### config.mk
export PLATFORM = sky130hd
export DESIGN_NAME = shift_chain_tapmux
export DESIGN_NICKNAME = d
export VERILOG_FILES = /design/src/rtl/shift_chain_tapmux.sv
export SDC_FILE = /design/constraint.sdc
export NUM_CORES = 1
export LEC_CHECK = 0
export ABC_AREA = 1
export CAP_MARGIN = 10
export CORE_MARGIN = 1.5
export CORE_UTILIZATION = 45
export CTS_BUF_LIST = sky130_fd_sc_hd__clkbuf_8
export CTS_CLUSTER_DIAMETER = 80
export DETAILED_ROUTE_END_ITERATION = 10
export GPL_ROUTABILITY_DRIVEN = 1
export PLACE_DENSITY = 0.8
export SLEW_MARGIN = 10
export SYNTH_ARGS = -nofsm -noshare
export SYNTH_HDL_FRONTEND = slang
export SYNTH_SLANG_ARGS = --single-unit
### constraint.sdc
create_clock -name CLK -period 1.4 [get_ports CLK]
set_clock_uncertainty 0.1 [all_clocks]
set_input_delay 0.28 -clock CLK [delete_from_list [all_inputs] [get_ports CLK]]
set_output_delay 0.28 -clock CLK [all_outputs]
set_load 0.02 [all_outputs]
### src/rtl/shift_chain_tapmux.sv
// Chain of DEPTH resettable WIDTH-bit stages with serial shift, parallel load,
// a fill-level tracker and a selectable tap whose valid flag follows the fill.
module shift_chain_tapmux #(
  parameter int WIDTH = 1,
  parameter int DEPTH = 8,
  parameter int SELW  = $clog2(DEPTH)
) (
  input  logic                   CLK,
  input  logic                   RESET,
  input  logic                   EN,
  input  logic                   LOAD,
  input  logic [WIDTH-1:0]       D,
  input  logic [DEPTH*WIDTH-1:0] PD,
  input  logic [SELW-1:0]        SEL,
  output logic [WIDTH-1:0]       Q,
  output logic [WIDTH-1:0]       QS,
  output logic                   QV,
  output logic [SELW:0]          FILL,
  output logic                   FULL
);

  localparam logic [SELW:0] DEPTH_C = (SELW + 1)'(DEPTH);
  localparam logic [SELW:0] ONE_C   = (SELW + 1)'(1);

  logic [WIDTH-1:0] stage_q [DEPTH];
  logic [WIDTH-1:0] stage_d [DEPTH];
  logic [SELW:0]    fill_q;
  logic [SELW:0]    fill_d;

  // Next-state: LOAD takes precedence over EN; RESET is applied in the flop block.
  always_comb begin
    stage_d = stage_q;
    fill_d  = fill_q;
    if (LOAD) begin
      for (int i = 0; i < DEPTH; i++) begin
        stage_d[i] = PD[i*WIDTH +: WIDTH];
      end
      fill_d = DEPTH_C;
    end else if (EN) begin
      stage_d[0] = D;
      for (int i = 1; i < DEPTH; i++) begin
        stage_d[i] = stage_q[i-1];
      end
      // Fill saturates at DEPTH rather than wrapping.
      if (fill_q != DEPTH_C) begin
        fill_d = fill_q + ONE_C;
      end else begin
        fill_d = fill_q;
      end
    end else begin
      stage_d = stage_q;
      fill_d  = fill_q;
    end
  end

  // Stage and fill registers with synchronous reset.
  always_ff @(posedge CLK) begin
    if (RESET) begin
      for (int i = 0; i < DEPTH; i++) begin
        stage_q[i] <= '0;
      end
      fill_q <= '0;
    end else begin
      for (int i = 0; i < DEPTH; i++) begin
        stage_q[i] <= stage_d[i];
      end
      fill_q <= fill_d;
    end
  end

  // Tap mux: selects outside the chain (non-power-of-2 DEPTH) read as zero.
  always_comb begin
    Q = '0;
    for (int i = 0; i < DEPTH; i++) begin
      if (SEL == SELW'(i)) begin
        Q = stage_q[i];
      end else begin
        Q = Q;
      end
    end
  end

  // FILL never exceeds DEPTH, so this also forces QV low for SEL >= DEPTH.
  assign QV   = ({1'b0, SEL} < fill_q);
  assign QS   = stage_q[DEPTH-1];
  assign FILL = fill_q;
  assign FULL = (fill_q == DEPTH_C);

endmodule
==> results of run 1 <==
per-layer routing:
layer	GRT usage (%)	part of all wire, %
met5	0	0
met1	38.9	42
met4	18.1	3.4
met2	53.4	48
met3	7.33	7.0
sequential cells by signal (all words and copies together), names as in the netlist:
| name | count |
|---|---|
| FILL | 4 |
| QS | 1 |
| stage_q | 7 |
kinds of logic (layout without fill, tap and decap cells):
group,count (synthesis),count (layout)
AO/OA/AOI/OAI,22,22
adder cells (fa/ha/maj),4,4
AND/OR/NAND/NOR,46,46
flip-flops,12,12
buffers and inverters,18,69
metrics by stage:
stage	util [%]	instances	TNS (ps)
final	92.0	168	-700
after global routing	92.0	168	-812
after CTS	90.6	168	-547
after detailed placement	84.2	162	-3460
after global placement	84.2	162	-3040
after floorplan	-	102	0
final timing paths:
check,start,to,slack [ps],cells after the start
max,stage_q[6],Q,-280,5
min,stage_q[1],stage_q[1],380,2
max reg2reg,FILL[1],FILL[1],-20,8
min reg2reg,stage_q[1],stage_q[1],380,2
power by group through the flow:
stage               combinational, uW  clock, uW  sequential (uW)
floorplan                        97.6          0              385
global placement                  247          0              375
detailed placement                254          0              375
CTS                               265        395              369
global route                      309        414              373
finish                            291        400              372
cell usage in the layout (no fill, tap or decap), types with 4 or more instances in the layout:
cell type	netlist	layout
nand2_1	30	29
clkbuf_8	0	4
buf_6	1	6
inv_1	14	9
nor2_1	8	8
a31oi_1	6	6
nand3_1	5	4
buf_4	0	24
clkdlybuf4s50_1	0	11
dfxtp_1	12	8
o21ai_1	0	4
cell type report:
cell class	instances	area (sq um)
multi-input cells	72	442
flip-flops and latches	12	250
repair buffers	49	425
fillers	60	109
inverters	16	66.3
clock buffers	4	55.1
well taps	15	18.8
worst max-delay path: cells and delay by family (launching register included):
kind	cells	cell delay [ps]
compound gates	2	380
buf+inv	1	160
flops	1	320
simple gates	2	200
what timing repair did:
| item | in CTS | in global routing |
|---|---|---|
| setup endpoints to repair | 10 | 11 |
| gates cloned | 0 | 0 |
| buffers inserted | 2 | 0 |
| pin swaps | 4 | 3 |
| gates resized for setup | 44 | 17 |
==> flow_summary.ini, run 1 <==
[setup_path]
crit_path_end_kind = output pin
crit_path_frequent_cell = nor2_1
path_cells = o21ai_0 > o21bai_1 > nor2_1 > nor2_1 > buf_4
required_ps = 1020
cp_slowest_stage_delay_ps = 320
worst-setup-path-type = flip-flop to output pin
worstSetupStartpointType = flip-flop
slowest_stage = dfxtp_1
crit_fanout = 2
cp.arrival_ps = 1300

[die]
start_util_pct = 50.5
core_sq_um = 1370
dieArea_sq_um = 1780
fp.dieW_microns = 42.1
ios = 24
row_count = 13
die_h_microns = 42.1

[sta]
finalHoldViolations = 0
timing.fmax_mhz = 594
finalCriticalPeriod_ps = 1680
slew_violations = 0
rsz0062_at_grt = true
relSlewSlack_pct = 73.0
holdWs_ps = 384
timing.final.crit_share_pct = 120
setup_viol = 4
worst_pin_slew_ps = 404
setup_slack_ps = -283

[grt]
grt_pass1_wl_microns = 4370
antenna_found_initial = 0
grt_max_degree = 9
grt_pass1_vias = 948
grt.total_usage_pct = 32.5
grt-ovfl-total = 0

[logic_synthesis]
yosys.area_share.simple_pct = 28.7
syn_nets = 122
synth_area_leader_cell = dfxtp_1
netlist_instances = 102
synth_top_area_share_pct = 34.8
ys_top_cells_by_count = nand2_1 (30), inv_1 (14), dfxtp_1 (12)
synth-xor-area-share_pct = 0
synth.area.mux_share_pct = 0
synth_most_common_cell = nand2_1
synth_area_leaders = dfxtp_1 (35%), nand2_1 (16%), inv_1 (7.6%)
synth_seq_area_share_pct = 34.8
async_reset_ff_share_pct = 0
synth_compound_area_share_pct = 18.1
syn_area_per_cell_sq_um = 6.76
synth_top_family_by_area = simple AND/OR/NAND/NOR gates
yosys_warnings = 0
synth_flop_cell = dfxtp_1
synth_fa_ha_area_share_pct = 7.26
synth-seq-cells = 12
synth_cell_type_count = 19
synth-edff-count = 0
netlist_area_sq_um = 689

[hold_path]
hold_class = flip-flop to flip-flop

[pwr]
power.density_nw_per_um2 = 846
leakagePower_uw = 0.000597
p_int_uw = 753
power_uw = 1060
p_clk_share_pct = 37.6
p_sw_share_pct = 29.2
p_comb_share_pct = 27.4
peakVddDrop_v = 0.000670
seqPwrFrac_pct = 35.0
p_switching_uw = 310

[placed_design]
pre_cts_slack_ps = -921
place_hpwl_microns = 1480
place_area_sq_um = 1150
numPortBuffers = 23
place_congestion = 0.830

[drt]
drtPass1Iterations = 4
antenna_left = 0
drc = 0
vias = 941
viasPerCell = 5.60
routed_wl_microns = 2820
wl_per_cell_microns = 16.8
drt_iter0_drc = 44

[layout]
drive_above_1_share_pct = 40.5
layout.nets = 174
num_antenna_cells = 0
stdcell_area_sq_um = 1260
area_growth_pct = 82.4

[clocking]
tritoncts = done
clk_pin_slew_worst_paths_ps = 60
clk_path_buf_depth = 2
holdBufCountCts = 0
cts-buffers-inserted = 3
htreeDepth = 1
clock_sink_count = 12
clk_latency_ps = 240
clock-root-buffer = clkbuf_8

[status]
violations = setup timing
status = finished, violations left

[flow_run]
drv_cap = 0
Power figures use the tool's default switching activity.
==> run 2, diff against run 1 <==
--- a/config.mk
+++ b/config.mk
@@ -14,6 +14,8 @@
 export DETAILED_ROUTE_END_ITERATION = 10
 export GPL_ROUTABILITY_DRIVEN = 1
 export PLACE_DENSITY = 0.8
+export RECOVER_POWER = 50
+export SKIP_LAST_GASP = 1
 export SLEW_MARGIN = 10
 export SYNTH_ARGS = -nofsm -noshare
 export SYNTH_HDL_FRONTEND = slang
==> run 2 against run 1 <==
  * The run still ends with setup timing left
  * Utilization shrank 0.92 points
  * Maximum frequency shrank 4.7%
  * Sequential cell count unchanged
  * Global-route usage unchanged
  * Power decreased by 0.96%
  * Count of clock-buffer cells in the layout unchanged
  * Combinational power about the same
  * Non-clock buffer count unchanged
  * Highest routed layer unchanged
==> flow_summary.ini, run 2 (synthesized netlist as in run 1, its figures left out) <==
[sta]
timing.fmax_mhz = 566
finalHoldViolations = 0
slew_violations = 0
timing.final.crit_share_pct = 126
holdWs_ps = 384
worst_pin_slew_ps = 370
rsz0062_at_grt = true
setup_viol = 4
relSlewSlack_pct = 75.3
setup_slack_ps = -367
finalCriticalPeriod_ps = 1770

[pwr]
seqPwrFrac_pct = 35.4
leakagePower_uw = 0.000584
peakVddDrop_v = 0.000660
p_clk_share_pct = 37.0
p_switching_uw = 301
power.density_nw_per_um2 = 846
p_sw_share_pct = 28.6
p_int_uw = 752
power_uw = 1050
p_comb_share_pct = 27.6

[clocking]
clk_pin_slew_worst_paths_ps = 60
clk_path_buf_depth = 2
clock-root-buffer = clkbuf_8
holdBufCountCts = 0
tritoncts = done
cts-buffers-inserted = 3
clk_latency_ps = 240
htreeDepth = 1
clock_sink_count = 12

[layout]
final_common_cell = nand2_1
mostFrequentLayoutCells = nand2_1 (29), buf_4 (22), clkdlybuf4s50_1 (11)
largest_reg_flops = 7
top_register = stage_q
num_antenna_cells = 0
area_growth_pct = 80.6
drive_above_1_share_pct = 37.3
layout.nets = 174
stdcell_area_sq_um = 1240
utilization_pct = 91.1
final_cells = 168

[die]
dieArea_sq_um = 1780
row_count = 13
ios = 24
fp.dieW_microns = 42.1
die_h_microns = 42.1
core_sq_um = 1370
start_util_pct = 50.5

[setup_path]
worst-setup-path-type = input pin to output pin
cp_slowest_stage_delay_ps = 280
required_ps = 1020
slowest_stage = dlygate4sd2_1
crit_path_frequent_cell = nor2_1
crit_fanout = 4
crit_family = buffers and inverters
crit_path_end_kind = output pin
worst-path-buf-inv = 3
cp.arrival_ps = 1390
path_cells = dlygate4sd2_1 > inv_1 > o21ai_2 > a21oi_1 > nor2_1 > nor2_1 > buf_4
worstSetupStartpointType = input pin

[drt]
viasPerCell = 5.81
drtPass1Iterations = 4
antenna_left = 0
wl_per_cell_microns = 17.7
drt_iter0_drc = 28
vias = 976
routed_wl_microns = 2980
drc = 0

[hold_path]
hold_class = flip-flop to flip-flop

[grt]
grt-ovfl-total = 0
grt_pass1_wl_microns = 4370
grt_max_degree = 9
antenna_found_initial = 0
grt.total_usage_pct = 32.5
grt_pass1_vias = 948

[placed_design]
place_area_sq_um = 1150
numPortBuffers = 23
place_congestion = 0.830
place_hpwl_microns = 1480
placed_cells = 162

[status]
violations = setup timing
status = finished, violations left

[flow_run]
drv_cap = 0
## run 2: routing by layer
metal  vias up  track usage (%)  part of all wire (%)
met5         -                0                     0
met4         0             18.1                   7.0
met3        27             7.33                   9.2
met2        77             53.4                    47
met1       437             38.9                    37
li1        435                -                     -
## run 2: worst paths after layout
| check | startpoint | end | slack [ps] | depth (start not counted) |
|---|---|---|---|---|
| hold reg to reg | stage_q[1] | stage_q[1] | 380 | 2 |
| setup / recovery | SEL[0] | Q | -370 | 7 |
| hold / removal | stage_q[1] | stage_q[1] | 380 | 2 |
| setup reg to reg | FILL[1] | FILL[1] | -30 | 8 |
## run 2: final cells by class
type                            count  area [sq um]
Multi-Input combinational cell     72           432
Timing Repair Buffer               49           423
Sequential cell                    12           250
Fill cell                          65           121
Inverter                           16          66.3
Clock buffer                        4          55.1
Tap cell                           15          18.8
## run 2: per-stage QoR
stage / worst slack, ps / TNS [ps]
detailed placement: -921 / -3460
floorplan: 2.20 / 0
finish: -367 / -787
CTS: -243 / -573
global placement: -885 / -3040
global route: -445 / -1090
## run 2: power groups by stage
stage                     sequential, uW  combinational, uW  clock (uW)
after CTS                            369                264         395
final                                372                291         390
after floorplan                      385               97.6           0
after detailed placement             375                254           0
after global routing                 373                313         408
after global placement               375                247           0
## run 2: worst reg2reg max path, stage by stage (launching register included)
cell	delay (ps)
dfxtp_4	350
inv_4	70
buf_6	100
ha_4	110
nand3_2	90
buf_6	140
nand2_4	70
o21ai_1	90
a21oi_1	210
## run 2: what timing repair did
action / CTS / global route
setup endpoints to repair: 10 / 11
hold endpoints to repair: 0 / 0
gates resized for setup: 42 / 17
setup buffers: 2 / 0
pin swaps: 4 / 3
gates cloned: 0 / 0
==> run 3, diff against run 2 <==
--- a/config.mk
+++ b/config.mk
@@ -7,7 +7,6 @@
 export LEC_CHECK = 0
 export ABC_AREA = 1
 export CAP_MARGIN = 10
-export CORE_MARGIN = 1.5
 export CORE_UTILIZATION = 45
 export CTS_BUF_LIST = sky130_fd_sc_hd__clkbuf_8
 export CTS_CLUSTER_DIAMETER = 80
==> run 3 against run 2 <==
  * The run still ends with setup timing left
  * Sequential power barely moved
  * Die area shrank 4.7%
  * Sequential share of layout area decreased by 0.43 points
  * Critical path depth down 1
  * Design area is 2.2% higher
  * Critical path type is now flip-flop to output pin
  * Largest power group unchanged
==> flow_summary.ini, run 3 (synthesized netlist as in run 1, its figures left out) <==
[setup_path]
rrSetupSlack_ps = -80
cp.arrival_ps = 1290
path_cells = inv_4 > ha_4 > o21ai_2 > a21boi_2 > o21ai_2 > buf_6
crit_path_frequent_cell = o21ai_2
r2r_end = FILL[1]
required_ps = 1020
worst-path-buf-inv = 2
crit_path_end_kind = output pin
slowest_stage = dfxtp_4
crit_family = flip-flops
crit_path_start = FILL[1]
worst-setup-path-type = flip-flop to output pin
rr_startpoint = FILL[1]
cp_slowest_stage_delay_ps = 360
crit_fanout = 2
reg2reg_depth = 9
worstSetupStartpointType = flip-flop

[layout]
num_antenna_cells = 0
mostFrequentLayoutCells = nand2_1 (30), buf_4 (26), clkdlybuf4s50_1 (10)
final_common_cell = nand2_1
drive_above_1_share_pct = 40.6
area_growth_pct = 84.6
utilization_pct = 93.1
largest_reg_flops = 7
top_register = stage_q
layout.nets = 176

[sta]
worst_pin_slew_ps = 465
slew_violations = 0
finalCriticalPeriod_ps = 1670
setup_viol = 6
holdWs_ps = 327
relSlewSlack_pct = 69.0
finalHoldViolations = 0
setup_slack_ps = -268
timing.fmax_mhz = 600
timing.final.crit_share_pct = 119
rsz0062_at_grt = true

[pwr]
power_uw = 1070
peakVddDrop_v = 0.000730
leakagePower_uw = 0.000597
power.density_nw_per_um2 = 841

[die]
ios = 24
fp.dieW_microns = 41.1
row_count = 13
start_util_pct = 50.5
die_h_microns = 41.1
dieArea_sq_um = 1690
core_sq_um = 1370

[drt]
viasPerCell = 6.08
vias = 1033
antenna_left = 0
met1_length_microns = 1220
drt_iter0_drc = 69
wl_per_cell_microns = 18.6
wl_met3_microns = 341
drtPass1Iterations = 5
drc = 0
routed_wl_microns = 3170
dr_wl_met2_microns = 1430
top_layer = met4

[clocking]
clk_path_buf_depth = 2
cts-buffers-inserted = 3
clock_sink_count = 12
holdBufCountCts = 0
clock-root-buffer = clkbuf_8
clk_latency_ps = 240
htreeDepth = 1
tritoncts = done
clk_pin_slew_worst_paths_ps = 60

[hold_path]
whs_endpoint = FILL[0]
hold_class = input pin to flip-flop
holdPathStages = 4
min_from = LOAD

[grt]
grt.total_usage_pct = 37.0
grt_pass1_wl_microns = 3950
antenna_found_initial = 0
grt_pass1_vias = 885
grt_max_degree = 9
grt-ovfl-total = 0

[status]
violations = setup timing
status = finished, violations left

[flow_run]
drv_cap = 0

[placed_design]
place_congestion = 0.882
place_hpwl_microns = 1610
numPortBuffers = 23
pre_cts_slack_ps = -984
[run 3: final cells by class]
cell class	count	area, sq um
Sequential cell	12	250
Tap cell	15	18.8
Clock buffer	4	55.1
Fill cell	47	93.8
Multi-Input combinational cell	72	443
Inverter	16	66.3
Timing Repair Buffer	51	439
[run 3: power by group]
part | internal (uW) | leakage, uW | switching, uW
clock network | 249 | 0.0000288 | 144
registers | 358 | 0.000101 | 15.3
logic | 150 | 0.000468 | 154
total | 757 | 0.000597 | 313
[run 3: worst max-delay path by stage]
stage               endpoint  slack [ps]  depth (start not counted)
floorplan                 QV           2                          4
global placement           Q        -880                          8
detailed placement         Q        -980                          8
CTS                        Q        -250                          8
global route              QV        -360                          6
finish                    QV        -270                          6
[run 3: timing repair]
| item | CTS | global route |
|---|---|---|
| resized for setup | 43 | 17 |
| pin swaps | 5 | 4 |
| gates cloned | 0 | 0 |
| buffers inserted | 0 | 5 |
| setup endpoints to repair | 10 | 11 |
[run 3: worst reg2reg max path, stage by stage (launching register included)]
cell and delay, ps:
dfxtp_4 360, inv_4 40, buf_4 120, buf_6 110, ha_4 150, nand3_2 80
buf_6 110, nand2_4 70, o21ai_2 190, a21oi_2 40
[run 3: metrics by stage]
stage	instances	TNS, ps	area (sq um)
floorplan	102	0	737
global placement	162	-3080	1150
detailed placement	162	-3610	1150
CTS	166	-579	1230
global route	170	-1240	1270
finish	170	-946	1270
[run 3: routing by layer]
metal / vias up / track usage [%]
li1: 441 / -
met1: 469 / 42.7
met2: 96 / 62.9
met3: 27 / 5.98
met4: 0 / 22.6
met5: - / 0
